## src/rtl/add128_carry_merge.sv

```systemverilog
// Carry-merge back end of the parallel 128-bit adder: folds the inter-slice carry
// chain into a backpressured pipeline, SPS slices resolved per registered stage.
module add128_carry_merge #(
  parameter int NSLICE  = 16,
  parameter int SLICE_W = 8,
  parameter int SPS     = 4
) (
  input  logic                              clk,
  input  logic                              rst_n,
  input  logic                              in_valid,
  output logic                              in_ready,
  input  logic [NSLICE*(SLICE_W+1)-1:0]     part_sum,
  input  logic                              cin,
  output logic                              out_valid,
  input  logic                              out_ready,
  output logic [NSLICE*SLICE_W-1:0]         sum,
  output logic                              cout
);

  localparam int PW    = SLICE_W + 1;
  localparam int DEPTH = NSLICE / SPS;

  // Adds the incoming carry into one slice; returns {carry_out, slice_sum}.
  function automatic logic [PW-1:0] resolve_slice(input logic [PW-1:0] part, input logic carry);
    logic [SLICE_W-1:0] s;
    logic               co;
    s  = part[SLICE_W-1:0] + {{(SLICE_W-1){1'b0}}, carry};
    co = part[SLICE_W] | ((&part[SLICE_W-1:0]) & carry);
    return {co, s};
  endfunction

  logic [DEPTH-1:0] load_s;
  logic [DEPTH-1:0] v_s;

  // Stage k may load when empty or when everything downstream of it moves.
  always_comb begin
    load_s            = '0;
    load_s[DEPTH-1]   = ~v_s[DEPTH-1] | out_ready;
    for (int k = DEPTH - 2; k >= 0; k--) begin
      load_s[k] = ~v_s[k] | load_s[k+1];
    end
  end

  assign in_ready  = rst_n & load_s[0];
  assign out_valid = v_s[DEPTH-1];

  for (genvar k = 0; k < DEPTH; k++) begin : g_stage
    localparam int LO   = k * SPS;
    localparam int HI   = LO + SPS;
    localparam int NSRC = NSLICE - LO;

    logic [NSRC*PW-1:0]      src_part_s;
    logic                    src_carry_s;
    logic                    src_valid_s;
    logic [SPS*SLICE_W-1:0]  res_s;
    logic [SPS:0]            chain_s;
    logic [HI*SLICE_W-1:0]   sum_next_s;
    logic [HI*SLICE_W-1:0]   sum_r;
    logic                    carry_r;
    logic                    v_r;

    if (k == 0) begin : g_src
      assign src_part_s  = part_sum;
      assign src_carry_s = cin;
      assign src_valid_s = in_valid;
      assign sum_next_s  = res_s;
    end else begin : g_src
      assign src_part_s  = g_stage[k-1].g_up.part_r;
      assign src_carry_s = g_stage[k-1].carry_r;
      assign src_valid_s = v_s[k-1];
      assign sum_next_s  = {res_s, g_stage[k-1].sum_r};
    end

    assign chain_s[0] = src_carry_s;
    for (genvar j = 0; j < SPS; j++) begin : g_slice
      assign {chain_s[j+1], res_s[j*SLICE_W +: SLICE_W]} =
        resolve_slice(src_part_s[j*PW +: PW], chain_s[j]);
    end

    assign v_s[k] = v_r;

    // Stage register: valid follows the upstream on every load, payload only on transfer.
    always_ff @(posedge clk or negedge rst_n) begin
      if (!rst_n) begin
        v_r     <= 1'b0;
        carry_r <= 1'b0;
        sum_r   <= '0;
      end else if (load_s[k]) begin
        v_r <= src_valid_s;
        if (src_valid_s) begin
          carry_r <= chain_s[SPS];
          sum_r   <= sum_next_s;
        end
      end
    end

    if (k < DEPTH - 1) begin : g_up
      localparam int NUP = NSLICE - HI;
      logic [NUP*PW-1:0] part_r;

      // Unresolved upper partials travel alongside the running carry.
      always_ff @(posedge clk or negedge rst_n) begin
        if (!rst_n) begin
          part_r <= '0;
        end else if (load_s[k] && src_valid_s) begin
          part_r <= src_part_s[NSRC*PW-1:SPS*PW];
        end
      end
    end else begin : g_out
      assign sum  = sum_r;
      assign cout = carry_r;
    end
  end

endmodule

```

## config.mk

```make
export PLATFORM = sky130hd
export DESIGN_NAME = add128_carry_merge
export DESIGN_NICKNAME = d
export VERILOG_FILES = /design/src/rtl/add128_carry_merge.sv
export SDC_FILE = /design/constraint.sdc
export NUM_CORES = 1
export LEC_CHECK = 0
export BUFFER_PORTS_ARGS = -buffer_cell sky130_fd_sc_hd__buf_4
export CORE_AREA = 2 2 247 188
export CTS_BUF_LIST = sky130_fd_sc_hd__clkbuf_4 sky130_fd_sc_hd__clkbuf_8
export DETAILED_ROUTE_END_ITERATION = 6
export DIE_AREA = 0 0 249 190
export PLACE_DENSITY = 0.71
export REMOVE_ABC_BUFFERS = 1
export SYNTH_ARGS = -nofsm -noshare
export SYNTH_HDL_FRONTEND = slang
export SYNTH_SLANG_ARGS = --single-unit
```

## constraint.sdc

```tcl
create_clock -name clk -period 2.8 [get_ports clk]
set_input_delay 0.56 -clock clk [delete_from_list [all_inputs] [get_ports clk]]
set_output_delay 0.56 -clock clk [all_outputs]
set_load 0.05 [all_outputs]
```

==> run summary, run 1 <==
========================================================================================
Grt total ovfl                                                                         0
Nets                                                                               2,075
WL met1                                                                          20.0 mm
Required time of the critical path                                               2240 ps
CTS H-tree depth                                                                       3
Post-Route Setup TNS                                                                0 ps
Synth top area share                                                               0.613
Number of library cell types mapped by synthesis                                      41
Netlist Area Pre-Place                                                      22,200 sq um
Starting density of the core                                                       0.492
Largest net degree at the start of global routing                                    156
Maximum achievable frequency                                                     382 MHz
Run status                                                                     completed
Number of standard-cell rows in the floorplan                                         68
Average wire length per cell after detail routing                                17.6 um
Routability congestion estimate from global placement                              0.819
Library cell used as clock root buffer                                          clkbuf_8
Final standard cell count with taps included and fillers excluded                  2,549
Top Ports                                                                            280
Global Route Usage Sum                                                             0.196
Shortest clock period the worst path allows after layout                         2610 ps
Maximum single-stage delay on the critical path                                   520 ps
Critical path endpoint category                                             primary output
Antenna diode count                                                                    0
Combinational share of power                                                       0.331
Buffers and inverters on the worst path                                                1
Clk sinks                                                                            544
Sum of internal, switching and leakage power                                    0.0288 W
RSZ-0062 raised after global routing                                                  no
Classification of the worst setup path                                      flip-flop to primary output
Share of the yosys chip area belonging to registers                                0.613
Final worst-path setup slack                                                      185 ps
Chip width                                                                        249 um
Internal power                                                                  0.0184 W
Launch instance of the worst min-delay path                                 part_sum[51]
Area of the multi-input gates                                                 8190 sq um
Reg power frac                                                                     0.427
Die outline height                                                                190 um
Clock-pin slew of the registers on the worst-case setup and hold paths             70 ps
Critical path arrival                                                            2050 ps
Number of cells in the design after placement                                      2,402
Portion of total power attributed to the clock network                             0.242
HPWL Detailed                                                                    30.3 mm
Final count of negative-setup-slack endpoints                                          0
Number of warnings reported in the yosys synthesis log                                 0
Worst slew margin relative to its limit                                            0.392
Pwr per Cell Area                                                           1070 nW/um^2
Net switching fraction of the power                                                0.359
Slowest cell on the critical path                                                dfrtp_1
Global-route wire length before repair                                           73.8 mm
Routed met3 length                                                               3.05 mm
Post-place instance area                                                    25,000 sq um
Post-Layout Inst Area                                                       26,800 sq um
Leading cell types by total area after synthesis                            dfrtp_1, mux2_2, xor2_1
Worst VDD drop                                                                  0.644 mV
Worst skew pair latency                                                           640 ps
Slew at the pin closest to its max-slew limit                                     912 ps
Tcrit/Tclk final                                                                   0.934
Total count of max-transition violations in the final report                           0
Leakage power                                                                    12.0 nW
Hold violation count in the final report                                               0
Source of the worst register-to-register timing path                        g_stage[0].g_up.part_r[4]
Startpoint Class                                                               flip-flop
Commonest cells after routing, fill and taps aside                          dfrtp_1, mux2_2, buf_4, nand2_1, clkbuf_8
Via count                                                                         13,070
Pre-CTS WS                                                                        252 ps
Mean post-synth cell area                                                     14.2 sq um
Category of cells accounting for the largest share of critical-path delay   simple AND/OR/NAND/NOR gates
Maximum fanout count along the critical path                                           4
Net switching power of the design                                               0.0103 W
Filler cell count                                                                  3,602
CP cell instances                                                           nand4b_4 > or2_2 > and2_1 > buf_4
Number of port buffers                                                               279
Synth-to-Final Area Change                                                         20.8%
Maximum clock path buffer count                                                        3
Number of buffers inserted during clock tree synthesis                                84
Synth Instances                                                                    1,567
Internal reg-to-reg setup slack                                                   480 ps
Sum of met2 wire segment lengths after detailed routing                          20.8 mm
Share of post-route cells with drive strength above 1                              0.452
Beginning of the critical path                                              g_stage[2].v_r
Vias in the first global route                                                    13,869
Leading cell type in the layout, fill and taps excluded                          dfrtp_1
Area of all sequential standard cells                                       13,600 sq um
Via-to-Cell Ratio                                                                   5.13
Number of maximum-capacitance violations                                               0
Clock tree from TritonCTS                                                          built
DIE AREA                                                                    47,300 sq um
Number of detailed-routing iterations run before antenna repair                        4
Top Metal Used                                                                      met5
Hold crit path type                                                         input pin to flip-flop
DRC                                                                                    0
Area inside the core boundary                                               45,200 sq um
Initial antenna violation count                                                        1
Worst setup skew after layout                                                    21.9 ps
Final Routed Wirelength                                                          44.9 mm
Iteration-0 DRC count of the detailed router                                         533
Cell accounting for the most synthesized area                                    dfrtp_1
Antenna Nets Post-Route                                                                0
Flip-flop and latch count after synthesis                                            544
========================================================================================
power groups by stage:
stage	Combinational, W	Sequential (W)	Clock [W]
6_report	0.00952	0.0123	0.00696
5_1_grt	0.0102	0.0127	0.00754
4_1_cts	0.00964	0.0123	0.00720
3_5_place_dp	0.00961	0.0124	0
3_3_place_gp	0.00943	0.0123	0
2_1_floorplan	0.00362	0.0152	0
cell families after synthesis:
| group | after synthesis | synth area share |
|---|---|---|
| AO/OA/AOI/OAI | 118 | 0.0287 |
| XOR/XNOR | 96 | 0.0378 |
| adder cells (fa/ha/maj) | 32 | 0.0180 |
| multiplexers | 444 | 0.225 |
| flip-flops | 544 | 0.613 |
| buffers and inverters | 73 | 0.0208 |
| AND/OR/NAND/NOR | 260 | 0.0571 |
state kept, by name, indices dropped and copies added, names as in the netlist:
register             flops
cout                     1
sum                    128
g_stage.v_r              3
g_stage.carry_r          3
out_valid                1
g_stage.g_up.part_r    216
g_stage.sum_r          192
Yosys cell counts:
library cell / instances
dfrtp_1: 544
mux2_2: 420
nand2_1: 121
o21ai_0: 99
xor2_1: 68
nand3_1: 46
buf_2: 33
ha_1: 32
xnor2_1: 28
nand4_1: 24
mux2_1: 21
nor2_1: 18
and3_1: 17
and4_1: 15
buf_4: 15
buf_6: 12
clkbuf_1: 6
a31oi_1: 5
inv_1: 5
and2_1: 4
nand2b_1: 4
mux2i_1: 3
o31ai_1: 3
a211oi_1: 2
a21o_1: 2
a31o_2: 2
buf_1: 2
nand2_2: 2
nor3_1: 2
a2111o_1: 1
a21oi_1: 1
a41o_1: 1
and3_2: 1
nand3b_1: 1
nand4b_2: 1
nor2b_1: 1
o21ai_1: 1
o21ai_2: 1
or2_2: 1
or3_1: 1
or4_1: 1
layout make-up:
type	instances	share of cell area
clock buffers	135	0.0629
clock inverters	11	0.00401
inverters	5	0.000699
multi-input cells	950	0.305
flip-flops and latches	544	0.507
well taps	595	0.0277
repair buffers	309	0.0924
per-layer routing:
| layer | track usage | up-vias |
|---|---|---|
| met1 | 0.259 | 6521 |
| met2 | 0.309 | 265 |
| li1 | - | 6201 |
| met4 | 0.0646 | 2 |
| met5 | 0 | - |
| met3 | 0.0629 | 81 |
repair_timing:
action | 4_1_cts | 5_1_grt
hold endpoints to repair | 13 | 0
resized for setup | 0 | 1
hold buffers | 1 | 0
setup endpoints to repair | 0 | 1
buffers inserted | 0 | 0
stage by stage:
step	util	hold slack [ps]
after floorplan	-	264
after global placement	0.554	417
after detailed placement	0.554	416
after CTS	0.594	60.8
after global routing	0.594	75.8
final	0.594	131
path summary, 6_finish.rpt:
| path | cells past startpoint | end |
|---|---|---|
| setup reg to reg | 10 | g_stage[1].sum_r[60] |
| hold / removal | 2 | g_stage[0].g_up.part_r[15] |
| max in group asynchronous | 3 | sum[51] |
| hold reg to reg | 2 | g_stage[0].sum_r[2] |
| setup / recovery | 4 | in_ready |
| min in group asynchronous | 2 | g_stage[2].sum_r[77] |
(Power assumes the default switching activity.)
==> run 2, diff against run 1 <==
Settings changed: REMOVE_ABC_BUFFERS 1 to default.
Clock period 2.8 ns to 2.9 ns, I/O delays scaled along.
==> run 2 against run 1 <==
Sequential share of layout area grew 0.35 points. Routed wire length grew 2.3%. Die area is the same. First-iteration DRC count grew 25%. Clock power shrank 9.1%. Core utilization shrank 0.41 points. Setup slack gained 60 ps. Critical path depth is the same. Critical path type unchanged. Largest cell class unchanged. Sequential cell count is the same. Highest routed layer is now met4. Count of clock-buffer cells in the layout shrank 7.
==> run summary, run 2 (synthesized netlist as in run 1, its figures left out) <==
=====================================================================================
Share of post-route cells with drive strength above 1                           0.448   was 0.452
Critical path endpoint category                                          primary output   unchanged
Number of port buffers                                                            279   unchanged
Global Route Usage Sum                                                          0.200   was 0.196
Hold crit path type                                                      input pin to flip-flop   unchanged
Area inside the core boundary                                            45,200 sq um   unchanged
Largest net degree at the start of global routing                                 174   was 156
Combinational share of power                                                    0.334   was 0.331
HPWL Detailed                                                                 30.9 mm   was 30.3 mm
Worst slack on hold paths                                                      132 ps   was 131 ps
Post-CTS setup buffer count                                                         0   unchanged
Number of buffers inserted during clock tree synthesis                             84   unchanged
Vias in the first global route                                                 14,027   was 13,869
Number of flip-flops in the largest register                                      216   unchanged
Global-route wire length before repair                                        75.1 mm   was 73.8 mm
Critical path arrival                                                         2070 ps   was 2050 ps
Number of standard-cell rows in the floorplan                                      68   unchanged
DRC                                                                                 0   unchanged
DIE AREA                                                                 47,300 sq um   unchanged
Nets                                                                            2,069   was 2,075
Worst skew pair latency                                                        660 ps   was 640 ps
CTS H-tree depth                                                                    3   unchanged
Iteration-0 DRC count of the detailed router                                      665   was 533
Final Routed Wirelength                                                       45.9 mm   was 44.9 mm
Average wire length per cell after detail routing                             18.1 um   was 17.6 um
Library cell used as clock root buffer                                       clkbuf_8   unchanged
Post-synthesis net count                                                        1,748
Worst setup skew after layout                                                 19.0 ps   was 21.9 ps
Startpoint Class                                                            flip-flop   unchanged
Number of maximum-capacitance violations                                            0   unchanged
Clk sinks                                                                         544   unchanged
Antenna diode count                                                                 0   unchanged
Top Ports                                                                         280   unchanged
Worst VDD drop                                                               0.695 mV   was 0.644 mV
Filler cell count                                                               3,586   was 3,602
Clock tree from TritonCTS                                                       built   unchanged
Shortest clock period the worst path allows after layout                      2650 ps
Total count of max-transition violations in the final report                        0   unchanged
Number of cells in the design after placement                                   2,396   was 2,402
Slew at the pin closest to its max-slew limit                                  914 ps   was 912 ps
Net switching fraction of the power                                             0.366   was 0.359
Maximum fanout count along the critical path                                        4   unchanged
Post-Route Setup TNS                                                             0 ps   unchanged
Pwr per Cell Area                                                        1030 nW/um^2   was 1070 nW/um^2
Grt total ovfl                                                                      0   unchanged
Classification of the worst setup path                                   flip-flop to primary output   unchanged
Maximum clock path buffer count                                                     3   unchanged
End-of-flow core utilization                                                    0.590   was 0.594
Register with the most flip-flops                                        g_stage.g_up.part_r   unchanged
Net switching power of the design                                            0.0100 W   was 0.0103 W
Portion of total power attributed to the clock network                          0.231   was 0.242
Post-Layout Inst Area                                                    26,700 sq um   was 26,800 sq um
Via count                                                                      13,270   was 13,070
Maximum achievable frequency                                                  377 MHz
Tcrit/Tclk final                                                                0.915
Hold violation count in the final report                                            0   unchanged
Antenna Nets Post-Route                                                             0   unchanged
Run status                                                                  completed   unchanged
Final standard cell count with taps included and fillers excluded               2,535   was 2,549
RSZ-0062 raised after global routing                                               no   unchanged
Synth-to-Final Area Change                                                      20.0%   was 20.8%
Number of detailed-routing iterations run before antenna repair                     4   unchanged
Chip width                                                                     249 um   unchanged
Via-to-Cell Ratio                                                                5.23   was 5.13
Final count of negative-setup-slack endpoints                                       0   unchanged
Routability congestion estimate from global placement                           0.826   was 0.819
Required time of the critical path                                            2320 ps   was 2240 ps
Starting density of the core                                                    0.492   unchanged
Leading cell type in the layout, fill and taps excluded                       dfrtp_1   unchanged
Initial antenna violation count                                                     0   was 1
Reg power frac                                                                  0.436   was 0.427
Leakage power                                                                 11.9 nW   was 12.0 nW
Die outline height                                                             190 um   unchanged
Post-place instance area                                                 25,000 sq um   about the same
Worst slew margin relative to its limit                                         0.391   was 0.392
Commonest cells after routing, fill and taps aside                       dfrtp_1, mux2_2, buf_4, nand2_1   was dfrtp_1, mux2_2, buf_4, nand2_1, clkbuf_8
Clock-pin slew of the registers on the worst-case setup and hold paths          60 ps   was 70 ps
Internal power                                                               0.0174 W   was 0.0184 W
=====================================================================================
-- run 2: cell types whose count changed in the layout (fill, tap and decap cells not counted) --
cell	delta
clkbuf_4	+2
clkbuf_8	-9
clkinvlp_4	+2
bufinv_16	-2
inv_6	+2
clkinv_2	-3
buf_12	+1
buf_4	-7
-- run 2: routing by layer --
metal	up-vias	track usage	part of all wire
met5	-	0	0
met4	0	0.0592	0.021
met3	68	0.0495	0.047
met2	254	0.319	0.47
met1	6768	0.272	0.46
li1	6180	-	-
-- run 2: path summary, 6_finish.rpt --
path | from | to | slack, ps | depth (start not counted)
worst min register to register | g_stage[0].sum_r[14] | g_stage[0].sum_r[14] | 470 | 2
worst max register to register | g_stage[2].g_up.part_r[4] | sum[116] | 590 | 8
worst max-delay path | g_stage[2].v_r | in_ready | 250 | 4
worst min-delay path | part_sum[56] | g_stage[0].g_up.part_r[20] | 130 | 2
max in group asynchronous | rst_n | sum[49] | 1400 | 3
min in group asynchronous | rst_n | sum[43] | 350 | 2
-- run 2: stage by stage --
step / power [W] / setup slack (ps)
floorplan: 0.0181 / 702
global placement: 0.0210 / 325
detailed placement: 0.0213 / 251
CTS: 0.0278 / 81.1
global route: 0.0289 / 85.1
finish: 0.0274 / 245
-- run 2: area by class of cell --
cell class              instances  area [sq um]  share of cell area
clock inverters                10          65.1             0.00244
multi-input cells             950          8190               0.307
flip-flops and latches        544         13600               0.511
well taps                     595           744              0.0279
repair buffers                303          2450              0.0918
clock buffers                 128          1580              0.0593
inverters                       5          18.8            0.000704
-- run 2: what timing repair did --
action                     CTS  global route
resized for setup            0             1
hold buffers                 1             0
setup endpoints to repair    0             1
hold endpoints to repair    14             0
-- run 2: power groups by stage --
stage | combinational (W) | sequential (W) | clock [W]
CTS | 0.00927 | 0.0120 | 0.00652
finish | 0.00915 | 0.0119 | 0.00633
global placement | 0.00907 | 0.0119 | 0
global route | 0.00977 | 0.0123 | 0.00688
floorplan | 0.00346 | 0.0146 | 0
detailed placement | 0.00925 | 0.0121 | 0
-- run 2: critical path, stage by stage, from the launching register on --
cell and delay (ps):
dfrtp_1 510, nand4b_4 210, or2_2 320, and2_1 180, buf_4 200
